<file path="src/rtl/s3g_tx.sv">
// S3G packet transmitter: 0xD5, length, payload, CRC8 over the payload, sent byte by byte over a UART handshake.
// Optional per-byte tx_done timeout is enabled by defining S3G_TX_TIMEOUT_EN.
module s3g_tx #(
  parameter int TIMEOUT = 1000000,
  parameter int TO_BITS = 20
) (
  input  logic       clk,
  input  logic       rst,
  input  logic       wr_en,
  input  logic [7:0] wr_addr,
  input  logic [7:0] wr_data,
  input  logic [7:0] payload_len,
  input  logic       start,
  output logic [7:0] tx_data,
  output logic       tx_wr,
  input  logic       tx_done,
  output logic       busy,
  output logic       packet_sent,
  output logic       packet_abort
);

  typedef enum logic [2:0] {
    S_IDLE, S_SOF, S_LEN, S_FETCH, S_DATA, S_CRC, S_WAIT
  } state_t;

  state_t     state, state_nxt, ret;
  logic [7:0] mem [256];
  logic [7:0] rd_data;
  logic [7:0] rd_addr;
  logic [7:0] byte_cnt;
  logic [7:0] len_r;
  logic [7:0] crc;
  logic       to_hit;

  if ((64'd1 << TO_BITS) <= 64'(TIMEOUT)) begin : g_to_bits_check
    $error("TO_BITS too small to hold TIMEOUT");
  end

  // Dallas/Maxim CRC8 (reflected poly 0x8C), one byte per call
  function automatic logic [7:0] next_crc8_d8(input logic [7:0] d, input logic [7:0] c);
    logic [7:0] r;
    r = c ^ d;
    for (int i = 0; i < 8; i++) begin
      r = r[0] ? ((r >> 1) ^ 8'h8C) : (r >> 1);
    end
    return r;
  endfunction

  // Payload buffer: host writes only while idle, read data lags rd_addr by one cycle
  always_ff @(posedge clk) begin
    if (wr_en && !busy) begin
      mem[wr_addr] <= wr_data;
    end
    rd_data <= mem[rd_addr];
  end

`ifdef S3G_TX_TIMEOUT_EN
  logic [TO_BITS-1:0] to_cnt;

  always_ff @(posedge clk or negedge rst) begin
    if (!rst) begin
      to_cnt <= '0;
    end else if (tx_wr) begin
      to_cnt <= '0;
    end else if (state == S_WAIT && !tx_done) begin
      to_cnt <= to_cnt + TO_BITS'(1);
    end
  end

  assign to_hit = (state == S_WAIT) && !tx_done && (to_cnt == TO_BITS'(TIMEOUT - 1));
`else
  assign to_hit = 1'b0;
`endif

  always_ff @(posedge clk or negedge rst) begin
    if (!rst) begin
      state <= S_IDLE;
    end else begin
      state <= state_nxt;
    end
  end

  always_comb begin
    state_nxt = state;
    case (state)
      S_IDLE:  if (start) state_nxt = S_SOF;
      S_SOF:   state_nxt = S_WAIT;
      S_LEN:   state_nxt = S_WAIT;
      S_FETCH: state_nxt = S_DATA;
      S_DATA:  state_nxt = S_WAIT;
      S_CRC:   state_nxt = S_WAIT;
      S_WAIT: begin
        if (tx_done)     state_nxt = ret;
        else if (to_hit) state_nxt = S_IDLE;
      end
      default: state_nxt = S_IDLE;
    endcase
  end

  always_comb begin
    tx_wr   = 1'b0;
    tx_data = 8'h00;
    case (state)
      S_SOF:  begin tx_wr = 1'b1; tx_data = 8'hD5;   end
      S_LEN:  begin tx_wr = 1'b1; tx_data = len_r;   end
      S_DATA: begin tx_wr = 1'b1; tx_data = rd_data; end
      S_CRC:  begin tx_wr = 1'b1; tx_data = crc;     end
      default: ;
    endcase
  end

  // Per-packet bookkeeping and registered status pulses
  always_ff @(posedge clk or negedge rst) begin
    if (!rst) begin
      ret          <= S_IDLE;
      len_r        <= 8'h00;
      byte_cnt     <= 8'h00;
      rd_addr      <= 8'h00;
      crc          <= 8'h00;
      busy         <= 1'b0;
      packet_sent  <= 1'b0;
      packet_abort <= 1'b0;
    end else begin
      packet_sent  <= 1'b0;
      packet_abort <= 1'b0;
      case (state)
        S_IDLE: begin
          if (start) begin
            len_r    <= payload_len;
            byte_cnt <= payload_len;
            crc      <= 8'h00;
            rd_addr  <= 8'h00;
            busy     <= 1'b1;
          end
        end
        S_SOF: ret <= S_LEN;
        S_LEN: ret <= (len_r == 8'd0) ? S_CRC : S_FETCH;
        S_DATA: begin
          crc      <= next_crc8_d8(rd_data, crc);
          rd_addr  <= rd_addr + 8'd1;
          byte_cnt <= byte_cnt - 8'd1;
          ret      <= (byte_cnt == 8'd1) ? S_CRC : S_FETCH;
        end
        S_CRC: ret <= S_IDLE;
        S_WAIT: begin
          if (tx_done) begin
            if (ret == S_IDLE) begin
              packet_sent <= 1'b1;
              busy        <= 1'b0;
            end
          end else if (to_hit) begin
            packet_abort <= 1'b1;
            busy         <= 1'b0;
            crc          <= 8'h00;
          end
        end
        default: ;
      endcase
    end
  end

endmodule

</file>
<file path="config.mk">
export PLATFORM = sky130hd
export DESIGN_NAME = s3g_tx
export DESIGN_NICKNAME = d
export VERILOG_FILES = /design/src/rtl/s3g_tx.sv
export SDC_FILE = /design/constraint.sdc
export NUM_CORES = 2
export LEC_CHECK = 0
export CORE_ASPECT_RATIO = 0.6
export CORE_MARGIN = 2
export CORE_UTILIZATION = 30
export DETAILED_ROUTE_END_ITERATION = 8
export PLACE_DENSITY = 0.49
export SKIP_LAST_GASP = 1
export SYNTH_ARGS = -nofsm -noshare
export SYNTH_HDL_FRONTEND = slang
export SYNTH_SLANG_ARGS = --single-unit
</file>
<file path="constraint.sdc">
create_clock -name clk -period 6.6 [get_ports clk]
set_input_delay 1.32 -clock clk [delete_from_list [all_inputs] [get_ports clk]]
set_output_delay 1.32 -clock clk [all_outputs]
set_load 0.01 [all_outputs]
</file>
==> Word level (Yosys, flattened, before mapping) <==
Memories as Yosys holds them, arrays and structs flattened. A register that Yosys moved wholly into a read port is not among the register bits.
Index checks and enable logic that the tools add are counted.
{ "classes": {"add_sub_neg": 2, "multipliers": 0, "div_mod_pow": 0, "order_cmp": 0, "eq_ne": 10, "shifts": 0, "n_mux": 30, "bitwise_logic": 9, "n_reduce_logical": 13} }
{ "ops": {"columns": ["operator", "count"], "rows": [
  ["8-bit 2-to-1 mux", 10],
  ["8-bit case mux with 2 select lines", 3],
  ["8-bit case mux with 4 select lines", 1],
  ["2-bit NOT with 3-bit output", 8],
  ["3-bit case mux with 4 select lines", 2],
  ["3-bit 2-to-1 mux", 4],
  ["3-bit == test (second input constant)", 3],
  ["1-bit 2-to-1 mux", 9],
  ["8-bit by 1-bit adder with 8-bit output (second input constant)", 1],
  ["8-bit by 1-bit == test with 1-bit output (second input constant)", 1],
  ["8-bit zero test", 1],
  ["8-bit by 1-bit subtractor with 8-bit output (second input constant)", 1],
  ["8-bit bitwise XOR", 1],
  ["3-bit by 2-bit == test with 1-bit output (second input constant)", 2],
  ["3-bit zero test", 2],
  ["2-bit inequality test (second input constant)", 3],
  ["2-bit AND reduction", 3],
  ["4-bit AND reduction", 1],
  ["2-bit nonzero test", 2],
  ["4-bit nonzero test", 1],
  ["4-bit OR reduction", 1],
  ["3-bit by 1-bit == test with 1-bit output (second input constant)", 1],
  ["1-bit case mux with 2 select lines", 1],
  ["1-bit logical AND", 1],
  ["1-bit zero test", 1]
]} }
{ "totals": {"reg_bits": 40, "latch_bits": 0, "ram_bits": 2048, "mem_bits_ro": 0, "input_bits": 29, "out_inout_bits": 12, "wordCells": 73, "n_memories": 1} }
{ "memory_table": {"columns": ["name", "words", "word_bits", "read_ports", "rd_ports_with_merged_regs", "wr", "line_no", "rtl"], "rows": [
  ["mem", 256, 8, 1, 1, 1, "27", "logic [7:0] mem [256];"]
]} }

==> Longest topological paths before layout <==
{ "logic_depth": {"depth_word": 18, "depth_mapped": 11, "mapped_depth_nobuf": 7} }

==> Worst setup path after synthesis <==
No wires, ideal clock.
{ "synth_timing": {"kind": "input -> register", "from": "in wr_en", "to": "mem mem[112][0] (enable)", "setup_time_ns": 0.370, "arrival_ns": 2.783, "required_ns": 6.230, "setup_slack_ns": 3.447, "path_stages": 6, "n_path_buf": 3, "path_cell_list": "nor2b_1 -> clkbuf_1 -> clkbuf_1 -> nand3_1 -> clkbuf_1 -> nor2_1"} }
{ "synth_via": {"elab_chain_cells": 3} }
{ "synth_lines": {"columns": ["element", "line_no", "rtl"], "rows": [
  ["start, declared", "9", "input logic wr_en,"],
  ["1-bit logical AND", "51", "if (wr_en && !busy) begin"],
  ["1-bit 2-to-1 mux", "51", null],
  ["1-bit 2-to-1 mux (implied by the code)", "52", "mem[wr_addr] <= wr_data;"],
  ["end, declared", "27", null]
]} }
Every way passes these cells.

==> flow_summary_export.csv <==
group,metric,value,unit
global_routing,grt.total_usage,17.0,%
synth,syn_nets,4053,
clock_tree,clkTransAtPathRegs,0.07,ns
clock_tree,insertion_delay,0.86,ns
routing,dr_total_vias,41600,
timing,tns,0,ns
hold_path,min_from,"ret[2]",
layout,syn2layout_area_growth,13.2,%
floorplan,die_y,408,µm
hold_path,hold_path_depth,1,
synth,synth_seq_cells,2096,
timing,rsz0062_at_grt,"no",
synth,synth-seq-area-share,76.9,%
routing,wl_per_cell,30.6,µm
routing,vias_per_cell,5.30,
floorplan,start_util,30.1,%
placement,routabilityCongestion,0.817,
synth,synth-simple-area-share,3.17,%
critical_path,cp_top_family,"compound AO/OA/AOI/OAI gates",
synth,synth_most_common_cell,"edfxtp_1",
placement,io_buffers,39,
power_and_ir_drop,worst_ir_drop_vdd,0.000287,V
floorplan,rows,148,
routing,drtIter0Drc,5838,
synth,synthAdderAreaFrac,0.0460,%
layout,fill_cells,25300,
critical_path,start_kind,"flip-flop",
critical_path,crit_type,"flip-flop to flip-flop",
clock_tree,cts_resized,0,
power_and_ir_drop,power_density,383,nW/µm²
critical_path,reg2reg_depth,6,
global_routing,antenna_found_initial,18,
critical_path,ff2ff_setup_slack,2.10,ns
routing,drt-total-wl,240000,µm
hold_path,whs_endpoint,"packet_sent",
synth,synth-edff-count,2048,
synth,synthCells,4021,
global_routing,grt_max_degree,137,
global_routing,grt_overflow_total,0,
timing,fmax,0.222,GHz
critical_path,path_buf_inv,0,
timing,fin_ws,2.10,ns
timing,timing.final.crit_share,68.1,%
synth,yosys_warnings,0,
synth,synth_area,81500,µm²
critical_path,crit_start,"rd_addr[1]",
synth,synth_commonest_cells,"edfxtp_1 (2,048), mux4_2 (428), nor2_1 (293)",
global_routing,grt_first_pass_wirelength,333000,µm
timing,fin_skew,0.0306,ns
power_and_ir_drop,leakagePower,27.7,nW
clock_tree,cts_max_path_buffers,4,
timing,hold_viol_final,0,
clock_tree,cts_tree,"yes",
routing,route.antenna.remaining_nets,0,
timing,worstMarginPinSlew,1.39,ns
synth,synthDistinctLibCells,58,
timing,period_needed,4.50,ns
synth,synth_top_family_by_area,"multiplexers",
critical_path,cp_data_required_time,7.31,ns
synth,yosys-top-cells-area,"edfxtp_1 (75%), mux4_2 (12%), mux2i_1 (2.1%)",
critical_path,worst_path_largest_cell_delay,1.12,ns
critical_path,cp.arrival,5.20,ns
floorplan,coreArea,271000,µm²
hold_path,hold_class,"flip-flop to flip-flop",
synth,synth-main-ff-cell,"edfxtp_1",
critical_path,rr_endpoint,"rd_data[0]",
floorplan,die_area,276000,µm²
clock_tree,cts-hold-fix-buffers,0,
placement,place_ws,1.80,ns
synth,synth_async_sr_flop_share,1.91,%
synth,synth.largest_area_cell,"edfxtp_1",
timing,drv_slew,0,
clock_tree,cts_sinks,2096,
clock_tree,cts_root_buf,"clkbuf_16",
synth,synth_compound_area_share,3.73,%
job,maxCapViolCount,0,
timing,slew_headroom,7.31,%
status,outcome,"complete, no violations",
clock_tree,htree_levels,4,
global_routing,grt_pass1_vias,39800,
synth,netlist.area_leader.share,75.4,%
placement,hpwlAfterDp,148000,µm
critical_path,timing.rr.start,"rd_addr[1]",
critical_path,end_kind,"flip-flop",
routing,drt_pre_antenna_iters,6,
layout,nets,4132,
critical_path,cpMostUsedCell,"nor4_1",
timing,setup_viol,0,
synth,avgSynthCellArea,20.3,µm²
synth,yosys.area_share.xor_xnor,0.236,%
routing,post-route-drc-count,0,
floorplan,ios,41,
floorplan,die_w,677,µm
critical_path,crit_path_top_delay_cell,"a211oi_2",
layout,final_layout_size_suffix_gt1_share,19.9,%
clock_tree,tritoncts.num_buffers,192,
critical_path,crit_fanout,31,
synth,synthMuxAreaShare,14.2,%
clock_tree,postCtsSetupBuffers,0,
critical_path,timing.critical_path.cells,"nand2_1, o221ai_1, o22ai_1, a211oi_2, nor4_1, nor4_1",
## cell families after synthesis
| kind of cell | Yosys count |
|---|---|
| flops | 2096 |
| mux | 606 |
| simple gates | 580 |
| compound gates | 453 |
| buf+inv | 260 |
| xor+xnor | 22 |
| fa+ha+maj | 3 |
| other cells | 1 |
## cell type report
cell class	count	area, µm²	share of cell area [%]
diodes	4	10.0	0.0109
well taps	3600	4500	4.88
repair buffers	135	1350	1.46
clock inverters	108	1070	1.16
multi-input cells	1665	17600	19.1
inverters	10	37.5	0.0407
clock buffers	231	4990	5.41
flip-flops and latches	2096	62700	67.9
## per-stage QoR
stage	cells	area [µm²]	hold slack, ns	total power, W	util [%]
floorplan	4021	81500	0.421	0.0210	-
global placement	7506	86200	0.451	0.0244	31.8
detailed placement	7506	86200	0.450	0.0244	31.8
CTS	7845	92200	0.465	0.0355	34.1
global route	7846	92200	0.498	0.0365	34.1
finish	7849	92200	0.456	0.0353	34.1
## layer usage
| metal | global-route usage [%] | up-vias | routed length, µm |
|---|---|---|---|
| met3 | 4.79 | 266 | 24300 |
| met1 | 28.4 | 22600 | 119000 |
| met2 | 21.4 | 1941 | 92400 |
| met5 | 0 | - | 66 |
| li1 | - | 16900 | - |
| met4 | 2.87 | 10 | 3810 |
## cell usage in the layout, fill, tap and decap left out, types with 23 or more instances in the layout
| cell type | Yosys | layout |
|---|---|---|
| clkinv_2 | 0 | 35 |
| o22ai_1 | 23 | 23 |
| clkbuf_1 | 115 | 36 |
| o221ai_1 | 38 | 38 |
| dfrtp_1 | 40 | 36 |
| clkdlybuf4s50_1 | 0 | 30 |
| clkbuf_16 | 0 | 193 |
| nor4_1 | 38 | 30 |
| o21ai_0 | 36 | 36 |
| edfxtp_1 | 2048 | 2048 |
| buf_4 | 22 | 80 |
| nand3_1 | 51 | 42 |
| nor2_1 | 293 | 291 |
| mux2i_1 | 167 | 167 |
| clkinv_1 | 0 | 39 |
| a22oi_1 | 180 | 180 |
| nand2_1 | 97 | 97 |
| a21oi_1 | 117 | 117 |
| mux4_2 | 428 | 428 |
## state kept, by name (all words and copies together), names as in the netlist
name,count
busy,1
byte_cnt,8
crc,8
len_r,8
mem,2048
packet_sent,1
rd_addr,8
rd_data,8
ret,3
state,3
## worst max-delay path by stage
stage / depth (start not counted) / slack [ns] / to
after global routing: 6 / 1.92 / tx_data[2]
final: 6 / 2.10 / rd_data[0]
after global placement: 5 / 1.78 / mem[165][4]
after floorplan: 6 / 3.45 / mem[112][0]
after detailed placement: 5 / 1.80 / mem[162][2]
after CTS: 6 / 2.09 / tx_data[4]
## worst register-to-register path: cells and delay by family, from the launching register on
family | cells | cell delay, ns
flops | 1 | 0.81
simple gates | 3 | 1.65
compound gates | 3 | 1.91
## where the power goes
group          switching (W)  leakage, nW  total, W  internal, W
registers           0.000370         19.0    0.0151       0.0148
clock network        0.00502         2.96    0.0112      0.00614
logic                0.00556         5.74   0.00902      0.00346
total                 0.0110         27.7    0.0353       0.0244
Note: power is estimated with default switching activity, not from simulation.
